[config.mk]
export PLATFORM = sky130hd
export DESIGN_NAME = adder32_bit
export DESIGN_NICKNAME = d
export VERILOG_FILES = /design/src/rtl/adder_pkg.sv /design/src/rtl/adder32_bit_cla4.sv /design/src/rtl/adder32_bit.sv
export SDC_FILE = /design/constraint.sdc
export NUM_CORES = 1
export LEC_CHECK = 0
export ABC_AREA = 1
export CORE_UTILIZATION = 35
export DETAILED_ROUTE_END_ITERATION = 10
export GPL_TIMING_DRIVEN = 1
export PLACE_DENSITY = 0.78
export SLEW_MARGIN = 20
export SYNTH_ARGS = -nofsm -noshare
export SYNTH_HDL_FRONTEND = slang
export SYNTH_SLANG_ARGS = --single-unit
[constraint.sdc]
create_clock -name clk -period 0.95 [get_ports clk]
set_input_delay 0.095 -clock clk [delete_from_list [all_inputs] [get_ports clk]]
set_output_delay 0.095 -clock clk [all_outputs]
set_load 0.05 [all_outputs]
[src/rtl/adder_pkg.sv]
// Shared constants for the adder32_bit block: default operand width and
// carry-lookahead group size.
package adder_pkg;

  localparam int ADDER_W = 32;
  localparam int CLA_GRP = 4;

endpackage

[src/rtl/adder32_bit_cla4.sv]
// cla4: 4-bit carry-lookahead adder slice; all four carries come from
// generate/propagate terms rather than rippling through the slice.
module cla4 (
  input  logic [3:0] a,
  input  logic [3:0] b,
  input  logic       ci,
  output logic [3:0] s,
  output logic       co
);

  logic [3:0] g;
  logic [3:0] p;
  logic [4:0] c;

  assign g = a & b;
  assign p = a ^ b;

  assign c[0] = ci;
  assign c[1] = g[0] | (p[0] & ci);
  assign c[2] = g[1] | (p[1] & g[0]) | (p[1] & p[0] & ci);
  assign c[3] = g[2] | (p[2] & g[1]) | (p[2] & p[1] & g[0])
              | (p[2] & p[1] & p[0] & ci);
  assign c[4] = g[3] | (p[3] & g[2]) | (p[3] & p[2] & g[1])
              | (p[3] & p[2] & p[1] & g[0]) | (p[3] & p[2] & p[1] & p[0] & ci);

  assign s  = p ^ c[3:0];
  assign co = c[4];

endmodule

[src/rtl/adder32_bit.sv]
// adder32_bit: registered N-bit adder built from cla4 groups with ripple carry
// between groups. Define ADDER32_OVF_EN to add the registered signed-overflow output Ovf.
module adder32_bit
  import adder_pkg::*;
#(
  parameter int N = ADDER_W
) (
  input  logic         clk,
  input  logic         reset,
  input  logic [N-1:0] A,
  input  logic [N-1:0] B,
  input  logic         Cin,
  input  logic         in_valid,
  output logic [N-1:0] Sum,
  output logic         Cout,
  output logic         out_valid
`ifdef ADDER32_OVF_EN
  ,
  output logic         Ovf
`endif
);

  localparam int NG = N / CLA_GRP;

  logic [NG:0]  carry;
  logic [N-1:0] sum_d;
  logic [N-1:0] sum_q;
  logic         cout_q;
  logic         valid_q;

  assign carry[0] = Cin;

  for (genvar g = 0; g < NG; g++) begin : g_grp
    cla4 u_cla4 (
      .a  (A[g*CLA_GRP +: CLA_GRP]),
      .b  (B[g*CLA_GRP +: CLA_GRP]),
      .ci (carry[g]),
      .s  (sum_d[g*CLA_GRP +: CLA_GRP]),
      .co (carry[g+1])
    );
  end

  // Result registers only load on valid edges; out_valid tracks in_valid directly.
  always_ff @(posedge clk or posedge reset) begin
    if (reset) begin
      sum_q   <= '0;
      cout_q  <= 1'b0;
      valid_q <= 1'b0;
    end else begin
      valid_q <= in_valid;
      if (in_valid) begin
        sum_q  <= sum_d;
        cout_q <= carry[NG];
      end
    end
  end

  assign Sum       = sum_q;
  assign Cout      = cout_q;
  assign out_valid = valid_q;

`ifdef ADDER32_OVF_EN
  logic ovf_d;
  logic ovf_q;

  assign ovf_d = (A[N-1] == B[N-1]) && (sum_d[N-1] != A[N-1]);

  always_ff @(posedge clk or posedge reset) begin
    if (reset) begin
      ovf_q <= 1'b0;
    end else if (in_valid) begin
      ovf_q <= ovf_d;
    end
  end

  assign Ovf = ovf_q;
`endif

endmodule

After elaboration in Yosys (flattened, before gate mapping)
Cells that the tools add are included.
{"block": "totals", "output_inout_bits": 34, "inputBits": 68, "reg_bits": 34}
{"block": "op_classes", "n_bitwise": 232}
{"cell": "$and 1x1->1", "n": 128}
{"cell": "$or 1x1->1", "n": 80}
{"cell": "$xor 4x4->4", "n": 16}
{"cell": "$and 4x4->4", "n": 8}

Depth between registers and ports, before layout
{"block": "logic_depth", "depth_word": 21, "depth_mapped": 22, "ltp_nobuf": 22}

Cells and area by module
A second synthesis with hierarchy kept.
{"block": "unflattened", "cells_unflattened": 366, "area_unflattened_um2": 2747.6}
{"module": "adder32_bit", "seq_area_each_um2": 850.8, "instances": 1, "area_each_um2": 1333.8, "cells_each": 142}
{"module": "cla4 (g_grp[5].u_cla4 ...)", "seq_area_each_um2": 0.0, "instances": 3, "area_each_um2": 173.9, "cells_each": 27}
{"module": "cla4 (g_grp[2].u_cla4 ...)", "seq_area_each_um2": 0.0, "instances": 3, "area_each_um2": 171.4, "cells_each": 27}
{"module": "cla4 (g_grp[0].u_cla4 ...)", "seq_area_each_um2": 0.0, "instances": 2, "area_each_um2": 188.9, "cells_each": 31}

Worst setup path after synthesis
Ideal clock, no wire load.
{"block": "synth_path", "kind": "input -> register", "start": "in A[2]", "end": "reg sum_q[29], in the netlist Sum[29]", "slack_ps": -1196, "n_path_buf": 0, "cell_stages": 20, "t_arrival_ps": 2013, "t_required_ps": 816, "path_cell_list": "ha_1 -> nand2_1 -> clkinv_1 -> nand3_2 -> nand2_2 -> nand2_2 -> nand2_2 -> nand2_2 -> nand2_2 -> nand2_2 -> nand2_4 -> nand2_4 -> nand2_4 -> nand2_4 -> nand2_4 -> nand2_4 -> nand2_4 -> fa_1 -> xnor2_1 -> o21ai_0"}
{"block": "synth_between", "elab_chain_cells": 21, "word_cells_on_any_way": 28}
{"element": "start, declared", "line_no": "adder32_bit.sv:10", "rtl": "input logic [N-1:0] A,"}
{"element": "$and 4x4->4 / $xor 4x4->4 (equally long branches)", "line_no": "adder32_bit_cla4.sv:15, adder32_bit_cla4.sv:16"}
{"element": "$and 1x1->1, on equally long branches", "line_no": "adder32_bit_cla4.sv:23, adder32_bit_cla4.sv:24"}
{"element": "$or 1x1->1, or another cell as far along", "line_no": "adder32_bit_cla4.sv:23", "rtl": "assign c[4] = g[3] | (p[3] & g[2]) | (p[3] & p[2] & g[1])"}
{"element": "$or 1x1->1 / $and 1x1->1 (equally long branches)", "line_no": "adder32_bit_cla4.sv:23, adder32_bit_cla4.sv:24"}
{"element": "$or 1x1->1 / $and 1x1->1 (equally long branches)", "line_no": "adder32_bit_cla4.sv:24", "rtl": "| (p[3] & p[2] & p[1] & g[0]) | (p[3] & p[2] & p[1] & p[0] & ci);"}
{"element": "$or 1x1->1 *", "line_no": "adder32_bit_cla4.sv:24"}
{"element": "$and 1x1->1 *", "line_no": "adder32_bit_cla4.sv:24"}
{"element": "$or 1x1->1 *", "line_no": "adder32_bit_cla4.sv:24"}
{"element": "(+5 left out)"}
{"element": "$or 1x1->1 *", "line_no": "adder32_bit_cla4.sv:24"}
{"element": "$and 1x1->1 *", "line_no": "adder32_bit_cla4.sv:24"}
{"element": "$or 1x1->1 *", "line_no": "adder32_bit_cla4.sv:24"}
{"element": "$and 1x1->1 *", "line_no": "adder32_bit_cla4.sv:24"}
{"element": "$or 1x1->1 *", "line_no": "adder32_bit_cla4.sv:24"}
{"element": "$and 1x1->1 *", "line_no": "adder32_bit_cla4.sv:19", "rtl": "assign c[1] = g[0] | (p[0] & ci);"}
{"element": "$or 1x1->1 *", "line_no": "adder32_bit_cla4.sv:19"}
{"element": "$xor 4x4->4 *", "line_no": "adder32_bit_cla4.sv:26", "rtl": "assign s = p ^ c[3:0];"}
{"element": "end signal, assigned", "line_no": "adder32_bit.sv:52", "rtl": "sum_q <= sum_d;"}
{"element": "end, declared", "line_no": "adder32_bit.sv:27", "rtl": "logic [N-1:0] sum_q;"}
Every way passes the cells marked *; elsewhere a longest branch is shown, timed or not.
A chain may end at the register's enable or synchronous reset.

Worst setup path after layout
{"block": "layout_path", "start": "in B[17]", "end": "reg sum_q[31], in the netlist Sum[31]"}
{"block": "layout_between", "elab_chain_cells": 12, "word_cells_on_any_way": 17}
{"element": "start, declared", "line_no": "adder32_bit.sv:11", "rtl": "input logic [N-1:0] B,"}
{"element": "$and 4x4->4 / $xor 4x4->4 (equally long branches)", "line_no": "adder32_bit_cla4.sv:15, adder32_bit_cla4.sv:16"}
{"element": "$and 1x1->1, on equally long branches", "line_no": "adder32_bit_cla4.sv:23, adder32_bit_cla4.sv:24"}
{"element": "$or 1x1->1 / $and 1x1->1 (equally long branches)", "line_no": "adder32_bit_cla4.sv:23, adder32_bit_cla4.sv:24"}
{"element": "$or 1x1->1 / $and 1x1->1 (equally long branches)", "line_no": "adder32_bit_cla4.sv:24"}
{"element": "$or 1x1->1 *", "line_no": "adder32_bit_cla4.sv:24"}
{"element": "$and 1x1->1 *", "line_no": "adder32_bit_cla4.sv:24"}
{"element": "$or 1x1->1 *", "line_no": "adder32_bit_cla4.sv:24"}
{"element": "$and 1x1->1 *", "line_no": "adder32_bit_cla4.sv:24"}
{"element": "$or 1x1->1 *", "line_no": "adder32_bit_cla4.sv:24"}
{"element": "$and 1x1->1 *", "line_no": "adder32_bit_cla4.sv:22", "rtl": "| (p[2] & p[1] & p[0] & ci);"}
{"element": "$or 1x1->1 *", "line_no": "adder32_bit_cla4.sv:22"}
{"element": "$xor 4x4->4 *", "line_no": "adder32_bit_cla4.sv:26"}
Marks and branches as above.

==> summary.md <==
| Metric | Value |
|---|---|
| Status | `finished with violations` |
| Violated checks | `negative setup slack` |
| Largest net degree at the start of global routing | `27` |
| Highest Clock Rate | `around 510 MHz` |
| Most frequent cells in the layout | `89 x buf_4, 70 x nand2_1, 35 x buf_12` |
| Layout Nets | `approximately 620` |
| Die footprint | `slightly below 8000 µm²` |
| Crit. End Element | `flip-flop` |
| Final setup vio count | `58` |
| Area grow syn2layout | `110%` |
| Clock Path Buffers | `2` |
| RSZ-0062 raised after global routing | `yes` |
| Iteration-0 DRC Markers | `69` |
| Drt total wl | `between 9000 and 10000 µm` |
| Cts-stage hold buffer count | `0` |
| Post-route ant nets | `0` |
| Clock Sinks | `34` |
| Post-DR wirelength/cell | `16.0 µm` |
| Antenna violations before repair | `0` |
| VDD IR max | `between 0.7 and 0.8 mV` |
| MaxCap Viol Count | `0` |
| Share of layout cells above drive strength 1 | `between 50% and 60%` |
| Avg Cell Area, Syn | `roughly 8.4 µm²` |
| Critical Path RT | `~1.2 ns` |
| Vias per std cell | `a little under 5` |
| Number of global-route vias before repair | `about 3100` |
| Height of the chip | `around 90 µm` |
| Routability congestion estimate | `roughly 0.85` |
| Final worst path period share | `208%` |
| Synth unique cells | `28` |
| Clock Latency Late Sink | `0.28 ns` |
| Antenna Cells | `0` |
| Cell count after placement | `563` |
| CTS Root Cell | `clkbuf_8` |
| CTS buffer count | `5` |
| DRT Pass-1 Iters | `4` |
| R2r setup slk | `approximately 0.040 ns` |
| DIE WIDTH | `a little under 90 µm` |
| Reg2reg start | `Sum[27]` |
| Initial Utilization | `37.0%` |
| Post-Layout Inst Area | `about 5400 µm²` |
| Critical R2R Capture | `Sum[27]` |
| Slew Limit Fails | `0` |
| Clk slew on worst S/H paths | `approximately 0.080 ns` |
| Fin Setup TNS | `-19.76 ns` |
| IO Count | `between 100 and 150` |
| DR vias | `between 3000 and 4000` |
| Gr usage total | `24.2%` |
| Post-synthesis sequential area ratio | `32.9%` |
| CP max FO | `3` |
| CTS tree | `built` |
| Register bit count reported by yosys | `34` |
| Commonest non-fill, non-tap cell in the layout | `buf_4` |
| DP Area | `approximately 4700 µm²` |
| Total grt overflow | `0` |
| Syn Std Cell Area | `2580 µm²` |
| Mapped Cells | `309` |
| Worst Reg-to-Reg Cells | `4` |
| Site Rows | `30` |
| Post-detail-place hpwl | `around 6300 µm` |
| Total power | `roughly 7.9 mW` |
| Slew @ Worst Pin | `~0.32 ns` |
| Final Hold Vio Count | `0` |
| Post-synth net total | `417` |
| Port Buf Inserts | `101` |
| H-tree Lvls | `2` |
| LEAKAGE | `around 2.6 nW` |
| Setup WS pre-CTS | `-1.63 ns` |
| Worst Hold Class | `input port to async pin` |
| Final std cells w/o fill | `608` |
| Core area | `6980 µm²` |
| CP startpoint kind | `input port` |
| Arrival @ worst endpoint | `2.20 ns` |
| Power Density | `1450 nW/µm²` |
| Crit path kind | `input port to flip-flop` |
| Final worst path period need | `around 2 ns` |
| Synth Warn # | `0` |
| First-pass GRT wire length | `approximately 14000 µm` |
| Layout Skew | `0 ns` |
| Final worst slack | `-1.03 ns` |
| Slew headroom | `78.5%` |
| Remaining routing DRC violations | `0` |
## metal layers
metal	up-vias	global-route usage, %	part of all wire [%]	wire, µm
met5	-	0	0	0
met4	0	6.86	2.7	260
met3	28	4.34	4.5	435
met2	132	49.9	58	5600
met1	1431	24.2	35	3410
li1	1411	-	-	-
## cell usage after synthesis
cell type / number / area (µm²)
nand2_1: 84 / 315
dfrtp_1: 34 / 851
ha_1: 32 / 400
inv_1: 21 / 78.8
nand3_1: 21 / 105
a21oi_1: 15 / 75.1
nor2_1: 14 / 52.6
nand2_2: 10 / 62.6
o21ai_0: 10 / 50.1
o21ai_1: 9 / 45.0
xnor2_1: 9 / 78.8
fa_1: 8 / 160
nand2_4: 8 / 90.1
xor2_1: 7 / 61.3
clkbuf_1: 6 / 22.5
a31oi_1: 3 / 18.8
inv_2: 3 / 11.3
a211oi_1: 2 / 15.0
clkinv_1: 2 / 7.51
nor2_4: 2 / 22.5
nor3_1: 2 / 10.0
a21oi_2: 1 / 8.76
buf_2: 1 / 5.00
nand3_2: 1 / 10.0
nand3b_1: 1 / 7.51
nand4_1: 1 / 6.26
o21bai_1: 1 / 7.51
or2_1: 1 / 6.26
## critical path: stages
cell and delay, ns:
dlygate4sd2_1 0.27, ha_4 0.27, a21oi_4 0.14, o21bai_1 0.12
a21oi_2 0.16, buf_4 0.14, nand2_4 0.05, nand2_4 0.06
nand2_4 0.06, nand2_4 0.09, nand2_4 0.06, buf_4 0.15
buf_4 0.14, nand2_2 0.06, nand2_1 0.05, nand2_1 0.07
nand3_1 0.09, nand2_1 0.11
## layout make-up
class / count / area (µm²)
clock buffers: 7 / 86.3
multi-input cells: 242 / 2170
well taps: 96 / 120
clock inverters: 1 / 5.00
flip-flops and latches: 34 / 852
fillers: 444 / 1560
inverters: 26 / 98.8
repair buffers: 202 / 2080
## cells by family after synthesis
family,after synthesis,synth area share (%)
buffers and inverters,33,4.84
DFF,34,32.9
AOI/OAI and AO/OA,41,8.52
xor gates and xnor gates,16,5.42
and+or+nand+nor,145,26.6
adders and majority gates,40,21.7
## how the worst max path moves through the flow
stage / slack [ns] / cells past startpoint / endpoint / from
finish: -1.03 / 18 / Sum[31] / B[17]
global placement: -1.56 / 15 / Sum[28] / A[13]
global route: -1.13 / 18 / Sum[31] / B[17]
CTS: -0.94 / 11 / Sum[28] / B[21]
floorplan: -1.06 / 20 / Sum[28] / B[0]
detailed placement: -1.63 / 21 / Sum[28] / A[0]
## through the flow
| stage | util (%) | hold WS (ns) |
|---|---|---|
| 2_1_floorplan | - | 0.126 |
| 3_3_place_gp | 67.0 | 0.470 |
| 3_5_place_dp | 67.0 | 0.477 |
| 4_1_cts | 74.4 | 0.180 |
| 5_1_grt | 77.6 | 0.202 |
| 6_report | 77.6 | 0.184 |
## sequential cells by signal, indices dropped and copies added, names as in the netlist
signal,flops
Sum,32
Cout,1
out_valid,1
## where the power goes
part,internal [mW],switching [mW]
Combinational,2.42,2.27
Clock,0.585,0.538
Sequential,1.71,0.327
Total,4.72,3.14
## what timing repair did
| action | CTS | global route |
|---|---|---|
| resized for setup | 173 | 41 |
| setup buffers | 32 | 13 |
| setup endpoints to repair | 65 | 67 |
| pin swaps | 81 | 52 |
Power figures use the tool's default switching activity.
